$ cat src/rtl/position_sequencer.sv
// position_sequencer
// Controller for the 4-bit button-driven position counter on the lab boards.
// In IDLE the operator sets a start position with step presses. A go press
// starts automatic stepping at a prescaled rate until the position reaches
// the target, then the block parks in DONE. The block uses a clock-enable
// prescaler on clk_in and has no derived clocks.

module position_sequencer #(
  parameter int WIDTH       = 4,
  parameter int TICK_CYCLES = 25000000,
  parameter int PRE_W       = 25
) (
  input  logic             clk_in,
  input  logic             rst,
  input  logic             step_in,
  input  logic             go_in,
  input  logic             abort_in,
  input  logic [WIDTH-1:0] target,
  output logic [WIDTH-1:0] pos,
  output logic [1:0]       state,
  output logic             busy,
  output logic             done
);

  localparam logic [1:0] ST_IDLE = 2'b00;
  localparam logic [1:0] ST_RUN  = 2'b01;
  localparam logic [1:0] ST_DONE = 2'b10;

  // Last prescaler count of an automatic step period.
  localparam logic [PRE_W-1:0] PRE_LAST = PRE_W'(TICK_CYCLES - 1);
  localparam logic [PRE_W-1:0] PRE_ZERO = {PRE_W{1'b0}};
  localparam logic [PRE_W-1:0] PRE_ONE  = {{(PRE_W-1){1'b0}}, 1'b1};
  localparam logic [WIDTH-1:0] POS_ZERO = {WIDTH{1'b0}};
  localparam logic [WIDTH-1:0] POS_ONE  = {{(WIDTH-1){1'b0}}, 1'b1};

  // Position increment with natural modulo-2^WIDTH wrap.
  function automatic logic [WIDTH-1:0] pos_inc(input logic [WIDTH-1:0] p);
    return p + POS_ONE;
  endfunction

  // Registered state
  logic [1:0]       state_r;
  logic [WIDTH-1:0] pos_r;
  logic [PRE_W-1:0] pre_r;
  logic             busy_r;
  logic             done_r;
  logic             step_prev_r;
  logic             go_prev_r;
  logic             abort_prev_r;

  // Combinational next values
  logic [1:0]       state_nx_s;
  logic [WIDTH-1:0] pos_nx_s;
  logic [PRE_W-1:0] pre_nx_s;
  logic             busy_nx_s;
  logic             done_nx_s;
  logic             step_press_s;
  logic             go_press_s;
  logic             abort_press_s;
  logic [WIDTH-1:0] pos_plus_s;
  logic             pre_tc_s;

  // A press is the first sampled high level; history is forced high in
  // reset so a button held through reset never registers as a press.
  assign step_press_s  = step_in  & ~step_prev_r;
  assign go_press_s    = go_in    & ~go_prev_r;
  assign abort_press_s = abort_in & ~abort_prev_r;

  assign pos_plus_s = pos_inc(pos_r);
  assign pre_tc_s   = (pre_r == PRE_LAST);

  // Button history registers used for rising-level press detection.
  always_ff @(posedge clk_in) begin
    if (rst) begin
      step_prev_r  <= 1'b1;
      go_prev_r    <= 1'b1;
      abort_prev_r <= 1'b1;
    end else begin
      step_prev_r  <= step_in;
      go_prev_r    <= go_in;
      abort_prev_r <= abort_in;
    end
  end

  // FSM state register.
  always_ff @(posedge clk_in) begin
    if (rst) begin
      state_r <= ST_IDLE;
    end else begin
      state_r <= state_nx_s;
    end
  end

  // Next-state, position and prescaler decode; abort beats go beats step.
  always_comb begin
    state_nx_s = state_r;
    pos_nx_s   = pos_r;
    pre_nx_s   = pre_r;
    case (state_r)
      ST_IDLE: begin
        pre_nx_s = PRE_ZERO;
        if (abort_press_s) begin
          state_nx_s = ST_IDLE;
        end else if (go_press_s) begin
          if (pos_r == target) begin
            state_nx_s = ST_DONE;
          end else begin
            state_nx_s = ST_RUN;
          end
        end else if (step_press_s) begin
          pos_nx_s = pos_plus_s;
        end else begin
          state_nx_s = ST_IDLE;
        end
      end
      ST_RUN: begin
        if (abort_press_s) begin
          // Abort wins over a coincident terminal-count step.
          state_nx_s = ST_IDLE;
          pre_nx_s   = PRE_ZERO;
        end else if (pre_tc_s) begin
          pre_nx_s = PRE_ZERO;
          pos_nx_s = pos_plus_s;
          if (pos_plus_s == target) begin
            state_nx_s = ST_DONE;
          end else begin
            state_nx_s = ST_RUN;
          end
        end else begin
          pre_nx_s = pre_r + PRE_ONE;
        end
      end
      ST_DONE: begin
        pre_nx_s = PRE_ZERO;
        if (abort_press_s || go_press_s || step_press_s) begin
          state_nx_s = ST_IDLE;
        end else begin
          state_nx_s = ST_DONE;
        end
      end
      default: begin
        // Unused encoding: recover to IDLE on the next edge.
        state_nx_s = ST_IDLE;
        pre_nx_s   = PRE_ZERO;
      end
    endcase
  end

  // Output decode from the next state so flags move with state.
  always_comb begin
    busy_nx_s = 1'b0;
    done_nx_s = 1'b0;
    case (state_nx_s)
      ST_IDLE: begin
        busy_nx_s = 1'b0;
        done_nx_s = 1'b0;
      end
      ST_RUN: begin
        busy_nx_s = 1'b1;
        done_nx_s = 1'b0;
      end
      ST_DONE: begin
        busy_nx_s = 1'b0;
        done_nx_s = 1'b1;
      end
      default: begin
        busy_nx_s = 1'b0;
        done_nx_s = 1'b0;
      end
    endcase
  end

  // Position and prescaler registers.
  always_ff @(posedge clk_in) begin
    if (rst) begin
      pos_r <= POS_ZERO;
      pre_r <= PRE_ZERO;
    end else begin
      pos_r <= pos_nx_s;
      pre_r <= pre_nx_s;
    end
  end

  // Registered status flags.
  always_ff @(posedge clk_in) begin
    if (rst) begin
      busy_r <= 1'b0;
      done_r <= 1'b0;
    end else begin
      busy_r <= busy_nx_s;
      done_r <= done_nx_s;
    end
  end

  assign pos   = pos_r;
  assign state = state_r;
  assign busy  = busy_r;
  assign done  = done_r;

endmodule

$ cat config.mk
export PLATFORM = sky130hd
export DESIGN_NAME = position_sequencer
export DESIGN_NICKNAME = d
export VERILOG_FILES = /design/src/rtl/position_sequencer.sv
export SDC_FILE = /design/constraint.sdc
export NUM_CORES = 1
export LEC_CHECK = 0
export CORE_ASPECT_RATIO = 0.7
export CORE_MARGIN = 2
export CORE_UTILIZATION = 56
export DETAILED_ROUTE_END_ITERATION = 6
export GPL_TIMING_DRIVEN = 0
export PLACE_DENSITY = 0.75
export SETUP_SLACK_MARGIN = 0.5
export SKIP_LAST_GASP = 1
export SYNTH_ARGS = -nofsm -noshare
export SYNTH_HDL_FRONTEND = slang
export SYNTH_SLANG_ARGS = --single-unit
$ cat constraint.sdc
create_clock -name clk_in -period 2.58 [get_ports clk_in]
set_input_delay 0.387 -clock clk_in [delete_from_list [all_inputs] [get_ports clk_in]]
set_output_delay 0.387 -clock clk_in [all_outputs]
set_load 0.005 [all_outputs]
# Word level (Yosys, flattened, before mapping)
# Index checks and enable logic that the tools add are counted.
# op_classes
addsub	2
n_eq_ne	12
muxes	17
bitwise	7
reduce_logical	6
# op_table
cell	count
25-bit by 1-bit adder with 25-bit output (second input constant)	1
25-bit == test (second input constant)	1
4-bit two-way mux	5
2-bit two-way mux	8
2-bit != test (second input constant)	5
4-bit == test	2
4-bit case mux with 2 select lines	1
2-bit case mux with 3 select lines	1
6-bit AND reduction	1
4-bit by 1-bit adder with 4-bit output (second input constant)	1
2-bit by 1-bit == test with 1-bit output (second input constant)	2
2-bit == test (second input constant)	2
1-bit NOT	4
4-bit OR reduction	1
1-bit AND	3
2-bit logical NOT	1
1-bit logical OR	2
1-bit two-way mux	2
2-bit nonzero test	1
# word_totals
reg_bits	36
in_bits	9
out_inout_bits	8
word_cells	52

# Longest topological paths before layout
# Gate-level depths: netlist of run 1.
# depth
ltp_word	8
depth_mapped	7
mapped_depth_nobuf	6

# Worst setup path after synthesis of run 1
# OpenSTA, ideal clock, no wires.
# synth_path
kind	register to register
from	register pre_r[15]
to	register pos_r[1] (netlist: pos[1])
setup_ps	120
arrival_ps	1691
required_ps	2460
path_slack_ps	769
path_stages_with_launch	7
path_buffers	1
synth_period_minus_slack_ps	1811
path_cell_list	dfxtp_1 > or4b_4 > nor4_4 > and4_1 > buf_4 > nor4b_1 > a211o_1
# synth_via
elab_chain_cells	3
# synth_rtl
element	line	text
start, declared	44	logic [PRE_W-1:0] pre_r;
start signal, assigned	180	pre_r <= pre_nx_s;
25-bit == test	70	assign pre_tc_s = (pre_r == PRE_LAST);
2-bit != test (no source line)	-	
6-bit AND reduction (no source line)	-	
end signal, assigned	179	pos_r <= pos_nx_s;
end, declared	43	logic [WIDTH-1:0] pos_r;
# Every way passes these cells.
# A chain may end at the register's enable or synchronous reset.

# Final worst setup path of run 1
# layout_path
from	register pre_r[6]
to	register pre_r[5]
# layout_via
elab_chain_cells	2
# layout_rtl
element	line
25-bit == test	70
4-bit OR reduction (no source line)	-
# Every way passes these cells.

==> results.ini, run 1 <==
[placed_design]
dp_cells=248
pre_cts_ws_ps=468
io_buffers=16
dp.final_hpwl_mm=2.75
place_area_um2=1960
place_congestion=0.868

[synth]
synth_nets=207
yosysSeqAreaShare_pct=41.1
synth_edf_count=0
synthDistinctLibCells=43
syn-cell-area_um2=1760
syn_inst=196
synth_most_common_cell=dfxtp_1
async_flop_share_pct=0
synth_common_cells=dfxtp_1, nor2_1, xor2_1
synth_top_cell_by_area=dfxtp_1
ys_seq_elements=36
synthFlopType=dfxtp_1
syn_area_per_cell_um2=8.96
yosysWarnings=0
synthTopCellsByArea=dfxtp_1, xor2_1, nor2_1
synth_top_area_share_pct=41.1

[worst_setup_path]
crit_type=reg2reg
worstPathRequired_ps=2760
r2r_end=pre_r[5]$_SDFF_PP0_
worstSetupStartpointType=flop
crit_path_end_kind=flop
cp_max_fo=10
arrival_ps=2140
regToRegStartpoint=pre_r[6]$_SDFF_PP0_
reg2reg_slack_ps=620
rr_worst_depth=6

[timing]
fin_setup_tns_ps=0
slew_headroom_pct=57.0
finalCriticalPeriod_ps=1960
post-route-period-util_pct=75.9
clock_skew_ps=7.01
hold_violations=0
setup_violations=0
rsz0062_at_grt=no
fin_ws_ps=622
fmax_mhz=511
worst_pin_slew_ps=640
slew_viol_final=0

[routing]
dr.pass1.iters=5
wl_per_cell_um=14.2
num_vias=1428
routed_wl_mm=3.64
ant_nets=0
via_per_inst=5.58
route.detailed.drc=0
first_iter_violations=70

[floorplan]
start_util_pct=60.9
ioPinCount=17
dieArea_um2=3610
chipHeight_um=50.8
die_w_um=70.9
rows=16
core_area_um2=2880

[pwr]
p_per_area_nw_per_um2=507
switching_share_pct=22.2
intPower_mw=0.816
clkPwrFrac_pct=39.4
pwr-share-seq_pct=54.1
leakagePower_nw=0.754
p_switching_mw=0.233
ir_worst_vdd_mv=0.311
p_comb_share_pct=6.5

[final_layout]
drive_above_1_share_pct=11.8
fillers=241
layout.nets=230
final_core_util_pct=71.7
fin_area_um2=2070
antenna_cells=0
fin_cells=256
syn_to_final_growth_pct=17.7

[cts]
clock-sinks=36
path_clk_slew_ps=70
cts-root-buf=clkbuf_8
cts_hold_buf=0
cts_inserted_buffers=5
post-cts-setup-buffers=0
clkLatencyLatePin_ps=290
cts_tree=done
clk_path_buf_depth=2
h-tree-depth=2

[grt]
gr-total-overflow=0
grt_usage_pct=22.5
grt_max_degree=11
grt_pass1_vias=1349
antenna_found_initial=0
grt_pass1_wl_mm=6.15

[min_path]
worstHoldStart=pre_r[0]$_SDFF_PP0_
hold_path.class=reg2reg
whs_path_depth=1
hold-path-endpoint=pre_r[0]$_SDFF_PP0_

[job]
drv_cap=0

[outcome]
status=completed

[worst max-delay path by stage]
stage,startpoint,cells after the start,to
final,pre_r[6]$_SDFF_PP0_,6,pre_r[5]$_SDFF_PP0_
after detailed placement,target[2],6,busy$_SDFF_PP0_
after global placement,pre_r[0]$_SDFF_PP0_,6,pre_r[24]$_SDFF_PP0_
after floorplan,pre_r[15]$_SDFF_PP0_,6,pos[1]$_SDFFE_PP0P_
after global routing,pre_r[0]$_SDFF_PP0_,6,pre_r[24]$_SDFF_PP0_
after CTS,pre_r[6]$_SDFF_PP0_,5,pre_r[21]$_SDFF_PP0_
[power by group through the flow]
stage | clock network [mW] | logic [mW] | registers [mW]
floorplan | 0 | 0.0370 | 0.579
global placement | 0 | 0.0650 | 0.579
detailed placement | 0 | 0.0676 | 0.580
CTS | 0.425 | 0.0679 | 0.567
global route | 0.447 | 0.0745 | 0.568
finish | 0.413 | 0.0681 | 0.567
[placed cells by master (no fill, tap or decap), types with 3 or more instances in the layout]
| cell type | count |
|---|---|
| dfxtp_1 | 36 |
| or2_2 | 5 |
| buf_6 | 3 |
| nor2_1 | 31 |
| xor2_1 | 20 |
| clkbuf_8 | 6 |
| nand2b_1 | 3 |
| nand2_1 | 15 |
| clkdlybuf4s50_1 | 16 |
| nor2b_1 | 3 |
| nor3_1 | 4 |
| nand4_1 | 9 |
| inv_1 | 5 |
| nand3_1 | 12 |
| clkbuf_1 | 3 |
| xnor2_1 | 10 |
[stage by stage]
stage / hold WS [ps] / total power, mW
after detailed placement: 465 / 0.648
final: 484 / 1.05
after global placement: 454 / 0.644
after CTS: 482 / 1.06
after global routing: 502 / 1.09
after floorplan: 441 / 0.616
[routing by layer]
metal  track usage [%]  routed length [um]  vias to the layer above
met2              33.0                1580                       24
met4              11.0                  76                        0
li1                  -                   -                      727
met5                 0                   0                        -
met1              30.5                1830                      668
met3              6.71                 164                        9
[cell families (layout without fill, tap and decap cells)]
logic type | Yosys count | count (layout) | share of synthesized area, %
simple gates | 103 | 103 | 32.4
xor+xnor | 30 | 30 | 15.0
fa+ha+maj | 2 | 2 | 1.43
flops | 36 | 36 | 41.1
buf+inv | 11 | 35 | 4.06
compound gates | 13 | 13 | 5.49
mux | 1 | 1 | 0.570
[worst max-delay path, cell delays in order (launching register included)]
cell and delay, ps:
dfxtp_1 400, or4b_4 530, nor4_4 260, and3_2 260
nand3b_4 180, buf_6 160, nor2_1 60
[repair_timing]
item | in CTS | in global routing
resized for setup | 1 | 2
setup endpoints to repair | 4 | 11
pin swaps | 0 | 0
[sequential cells by signal, summed over array words and instances (netlist names)]
register      count
state             2
pos               4
step_prev_r       1
abort_prev_r      1
go_prev_r         1
done              1
busy              1
pre_r            25
[area by class of cell]
class | count | area (um^2) | share of cell area, %
timing repair buffer | 16 | 160 | 7.75
sequential | 36 | 721 | 34.9
multi-input combinational | 149 | 978 | 47.4
clock buffer | 8 | 90.1 | 4.36
buffer | 6 | 52.6 | 2.54
tap | 36 | 45.0 | 2.18
inverter | 5 | 18.8 | 0.909
Note: power is estimated with default switching activity, not from simulation.
==> inputs of run 2 (changes only) <==
--- a/config.mk
+++ b/config.mk
@@ -7,10 +7,10 @@
 export LEC_CHECK = 0
 export CORE_ASPECT_RATIO = 0.7
 export CORE_MARGIN = 2
-export CORE_UTILIZATION = 56
+export CORE_UTILIZATION = 50
 export DETAILED_ROUTE_END_ITERATION = 6
 export GPL_TIMING_DRIVEN = 0
-export PLACE_DENSITY = 0.75
+export PLACE_DENSITY = 0.71
 export SETUP_SLACK_MARGIN = 0.5
 export SKIP_LAST_GASP = 1
 export SYNTH_ARGS = -nofsm -noshare
==> constraint.sdc (replaced) <==
create_clock -name clk_in -period 1.7 [get_ports clk_in]
set_input_delay 0.255 -clock clk_in [delete_from_list [all_inputs] [get_ports clk_in]]
set_output_delay 0.255 -clock clk_in [all_outputs]
set_load 0.005 [all_outputs]
==> run 2 against run 1 <==
  * The flow now finishes with violations (negative setup slack)
  * Final cell count grew 9.0%
  * Worst hold slack gained 6.3 ps
  * Clock skew decreased by 0.77 ps
  * Non-clock buffer count is 12 higher
  * Setup slack lost 850 ps
  * Die area grew 11%
  * Register-to-register slack lost 850 ps
  * Power rose by 51%
  * Global-route usage decreased by 0.26 points
  * Flip-flop and latch count stayed put
  * Routed wire length up 15%
  * Largest power group unchanged
==> results.ini, run 2 (synthesis results as in run 1) <==
[outcome]
status=finished with violations
failed_checks=negative setup slack

[floorplan]
die_w_um=74.8  ; +5.5%
chipHeight_um=53.6  ; +5.4%
dieArea_um2=4010  ; +11%
ioPinCount=17  ; unchanged
start_util_pct=53.9  ; -7.0 points
core_area_um2=3250  ; +13%
rows=17  ; +1

[cts]
cts_inserted_buffers=5  ; unchanged
h-tree-depth=2  ; unchanged
clkLatencyLatePin_ps=280  ; about the same
path_clk_slew_ps=70  ; about the same
clk_path_buf_depth=2  ; unchanged
cts_hold_buf=0  ; unchanged
cts_tree=done
clock-sinks=36  ; unchanged
cts-root-buf=clkbuf_8

[placed_design]
dp_cells=259  ; +4.4%
dp.final_hpwl_mm=2.97  ; +7.8%
io_buffers=16  ; unchanged
place_area_um2=1990  ; +1.5%
place_congestion=0.771  ; -11%

[worst_setup_path]
crit_type=reg2reg
cp_top_family=simple AND/OR/NAND/NOR gates
worstPathRequired_ps=1880  ; -880 ps
worstPathBufferInverterCount=1  ; unchanged
worst_path_largest_cell_delay_ps=540  ; about the same
path_cells=or4_4 -> nor4_4 -> and3_4 -> nand3b_4 -> clkbuf_16 -> nor2_1
cp_max_fo=7  ; -3
worstSetupStartpointType=flop
cpMaxStageDelayCell=or4_4
crit_path_end_kind=flop
arrival_ps=2110  ; -30 ps

[routing]
first_iter_violations=65  ; -7.1%
ant_nets=0  ; unchanged
via_per_inst=5.47  ; -1.9%
routed_wl_mm=4.19  ; +15%
num_vias=1527  ; +6.9%
dr.pass1.iters=4  ; -1
wl_per_cell_um=15.0  ; +5.5%
route.detailed.drc=0  ; unchanged

[pwr]
finalPower_mw=1.59  ; +51%
leakagePower_nw=0.875  ; +16%
ir_worst_vdd_mv=0.556  ; +79%
p_per_area_nw_per_um2=696  ; +37%

[final_layout]
layout_commonest_cell=dfxtp_1
antenna_cells=0  ; unchanged
fin_cells=279  ; +9.0%
fin_area_um2=2280  ; +10%
drive_above_1_share_pct=28.0  ; +16 points
layout.nets=242  ; +5.2%
final_cell_mix=dfxtp_1, xor2_1, nor2_2
syn_to_final_growth_pct=29.8
largest_register_ffs=25  ; unchanged
regMostFlops=pre_r

[timing]
clock_skew_ps=6.23  ; -0.770 ps
finalCriticalPeriod_ps=1930  ; -27.3 ps
rsz0062_at_grt=yes
slew_headroom_pct=62.4  ; +5.4 points
setup_violations=32  ; +32
worst_pin_slew_ps=560  ; -80.4 ps
fin_ws_ps=-231  ; -853 ps
fmax_mhz=518  ; +1.4%
post-route-period-util_pct=114  ; +38 points
slew_viol_final=0  ; unchanged
hold_violations=0  ; unchanged
fin_setup_tns_ps=-5820  ; -5820 ps

[min_path]
hold_path.class=reg2reg

[grt]
grt_max_degree=11  ; unchanged
grt_usage_pct=22.3  ; -0.26 points
grt_pass1_vias=1453  ; +7.7%
grt_pass1_wl_mm=6.62  ; +7.8%
gr-total-overflow=0  ; unchanged
antenna_found_initial=0  ; unchanged

[job]
drv_cap=0  ; unchanged

## run 2: stage by stage
stage               worst slack [ps]  util (%)  hold slack, ps
floorplan                      -78.1         -             362
global placement                -197      61.2             458
detailed placement              -266      61.2             482
CTS                             -191      65.9             497
global route                    -267      70.0             518
finish                          -231      70.0             490
## run 2: worst paths after layout
check	start	to	slack [ps]	cells after the start
setup reg to reg	pre_r[17]$_SDFF_PP0_	pre_r[21]$_SDFF_PP0_	-230	6
hold / removal	pre_r[0]$_SDFF_PP0_	pre_r[0]$_SDFF_PP0_	490	1
hold reg to reg	pre_r[0]$_SDFF_PP0_	pre_r[0]$_SDFF_PP0_	490	1
setup / recovery	pre_r[17]$_SDFF_PP0_	pre_r[21]$_SDFF_PP0_	-230	6
## run 2: per-layer routing
layer  up-vias  track usage [%]  wire length, um
met1       737             30.4             2050
met4         0             4.46               32
met2        41             36.1             1930
met5         -                0                0
li1        742                -                -
met3         7             5.62              172
## run 2: report_power, final
group | internal, mW | total [mW] | switching [mW]
logic | 0.0584 | 0.114 | 0.0559
registers | 0.852 | 0.860 | 0.00703
clock network | 0.330 | 0.611 | 0.281
## run 2: what timing repair did
| item | in CTS | in global routing |
|---|---|---|
| buffers inserted | 6 | 4 |
| gates resized for setup | 16 | 29 |
| pin swaps | 2 | 13 |
| setup endpoints to repair | 41 | 36 |
| gates cloned | 0 | 2 |
## run 2: cell type report
class / instances / area, um^2
buffer: 6 / 60.1
clock buffer: 8 / 90.1
fill: 256 / 976
inverter: 5 / 18.8
multi-input combinational: 149 / 1050
sequential: 36 / 733
tap: 47 / 58.8
timing repair buffer: 28 / 270
==> inputs of run 3 (changes only) <==
--- a/config.mk
+++ b/config.mk
@@ -5,10 +5,12 @@
 export SDC_FILE = /design/constraint.sdc
 export NUM_CORES = 1
 export LEC_CHECK = 0
+export CAP_MARGIN = 10
 export CORE_ASPECT_RATIO = 0.7
 export CORE_MARGIN = 2
-export CORE_UTILIZATION = 50
+export CORE_UTILIZATION = 56
 export DETAILED_ROUTE_END_ITERATION = 6
+export DONT_BUFFER_PORTS = 1
 export GPL_TIMING_DRIVEN = 0
 export PLACE_DENSITY = 0.71
 export SETUP_SLACK_MARGIN = 0.5
==> constraint.sdc (replaced) <==
create_clock -name clk_in -period 1.7 [get_ports clk_in]
set_input_delay 0.255 -clock clk_in [delete_from_list [all_inputs] [get_ports clk_in]]
set_output_delay 0.255 -clock clk_in [all_outputs]
set_load 0.01 [all_outputs]
==> run 3 against run 2 <==
  * Flip-flop and latch count is the same
  * Core utilization grew 3.3 points
  * Highest routed layer unchanged
  * Routed wire length shrank 11%
  * The flow still finishes with violations (negative setup slack)
  * Sequential power grew 0.7%
  * Design area shrank 7.2%
==> results.ini, run 3 (synthesis results as in run 1) <==
[worst_setup_path]
crit_type=reg2reg
crit_path_end_kind=flop
cp_max_fo=4  ; -3
arrival_ps=2060  ; -50 ps
worstSetupStartpointType=flop
reg2reg_slack_ps=-190  ; +40 ps
worstPathRequired_ps=1870  ; about the same

[grt]
grt_max_degree=11  ; unchanged
antenna_found_initial=0  ; unchanged
grt_pass1_vias=1335  ; -8.1%
gr-total-overflow=0  ; unchanged
grt_usage_pct=21.9  ; -0.38 points
grt_pass1_wl_mm=6.11  ; -7.8%

[routing]
ant_nets=0  ; unchanged
route.detailed.drc=0  ; unchanged
num_vias=1413  ; -7.5%
first_iter_violations=67  ; +3.1%
wl_per_cell_um=14.9  ; -0.79%
dr.pass1.iters=4  ; unchanged
routed_wl_mm=3.71  ; -11%
via_per_inst=5.67  ; +3.7%

[cts]
cts_tree=done
clock-sinks=36  ; unchanged
clkLatencyLatePin_ps=280  ; about the same
cts_hold_buf=0  ; unchanged
cts-root-buf=clkbuf_8
h-tree-depth=2  ; unchanged
path_clk_slew_ps=70  ; about the same
cts_inserted_buffers=5  ; unchanged
clk_path_buf_depth=2  ; unchanged

[outcome]
failed_checks=negative setup slack
status=finished with violations

[placed_design]
io_buffers=0  ; -16
pre_cts_ws_ps=-307  ; -40.7 ps
dp.final_hpwl_mm=2.51  ; -15%
place_congestion=0.852  ; +11%
dp_cells=232  ; -10%

[timing]
worst_pin_slew_ps=559  ; -0.642 ps
rsz0062_at_grt=yes
clock_skew_ps=3.00  ; -3.24 ps
setup_violations=33  ; +3.1%
fmax_mhz=530  ; +2.2%
post-route-period-util_pct=111  ; -2.5 points
finalCriticalPeriod_ps=1890  ; -42.3 ps
hold_ws_ps=81.0  ; -409 ps
hold_violations=0  ; unchanged
slew_headroom_pct=62.6  ; +0.19 points
fin_ws_ps=-188  ; +42.3 ps
slew_viol_final=0  ; unchanged

[final_layout]
layout.nets=224  ; -7.4%
layout_commonest_cell=dfxtp_1
syn_to_final_growth_pct=20.5
final_cell_mix=dfxtp_1, nor2_1, xor2_1
fin_cells=249  ; -11%
largest_register_ffs=25  ; unchanged
drive_above_1_share_pct=28.6  ; +0.62 points
antenna_cells=0  ; unchanged
regMostFlops=pre_r
fillers=208  ; -19%

[pwr]
p_per_area_nw_per_um2=717  ; +3.0%
finalPower_mw=1.52  ; -4.4%
leakagePower_nw=0.790  ; -9.7%
ir_worst_vdd_mv=0.578  ; +4.0%

[floorplan]
rows=16  ; -1
die_w_um=70.9  ; -5.2%
start_util_pct=60.9  ; +7.0 points
ioPinCount=17  ; unchanged
dieArea_um2=3610  ; -10%
chipHeight_um=50.8  ; -5.1%
core_area_um2=2880  ; -11%

[job]
drv_cap=0  ; unchanged

[min_path]
hold_path.class=in2reg

==> run 3: worst paths after layout <==
kind | cells after the start | to | startpoint
worst max-delay path | 6 | pos[1]$_SDFFE_PP0P_ | pre_r[8]$_SDFF_PP0_
worst min-delay path | 1 | go_prev_r$_SDFF_PP1_ | go_in
worst max register to register | 6 | pos[1]$_SDFFE_PP0P_ | pre_r[8]$_SDFF_PP0_
worst min register to register | 1 | pre_r[0]$_SDFF_PP0_ | pre_r[0]$_SDFF_PP0_
==> run 3: power by group <==
part           switching, mW  internal (mW)  total [mW]
Combinational         0.0529         0.0373      0.0902
Clock                  0.281          0.278       0.560
Sequential            0.0114          0.854       0.866
==> run 3: critical path: stages (launching register included) <==
cell and delay [ps]:
dfxtp_2 320, or4_4 540, nor4_4 270, and4_1 250, buf_6 120, nor4b_2 40
a211o_1 230
==> run 3: metrics by stage <==
step	utilization (%)	TNS (ps)	instance area, um^2
global route	73.4	-5720	2110
CTS	69.7	-3430	2010
floorplan	-	-1110	1770
global placement	63.1	-4010	1820
detailed placement	63.1	-5910	1820
finish	73.4	-4100	2110
==> run 3: repair_timing <==
action	CTS	global route
gates cloned	2	0
buffers inserted	6	2
hold endpoints to repair	0	0
setup endpoints to repair	33	33
gates resized for setup	16	20
pin swaps	22	7
==> run 3: per-layer routing <==
metal / wire (um) / track usage, %
met4: 29 / 5.35
met3: 186 / 7.30
met1: 1830 / 31.6
met5: 0 / 0
met2: 1660 / 31.6
==> run 3: final cells by class <==
class,count,area (um^2),share of cell area [%]
Multi-Input combinational cell,149,1100,51.8
Clock buffer,6,72.6,3.43
Buffer,6,56.3,2.66
Timing Repair Buffer,10,90.1,4.26
Sequential cell,36,731,34.6
Inverter,5,18.8,0.888
Tap cell,36,45.0,2.13
Clock inverter,1,5.00,0.237
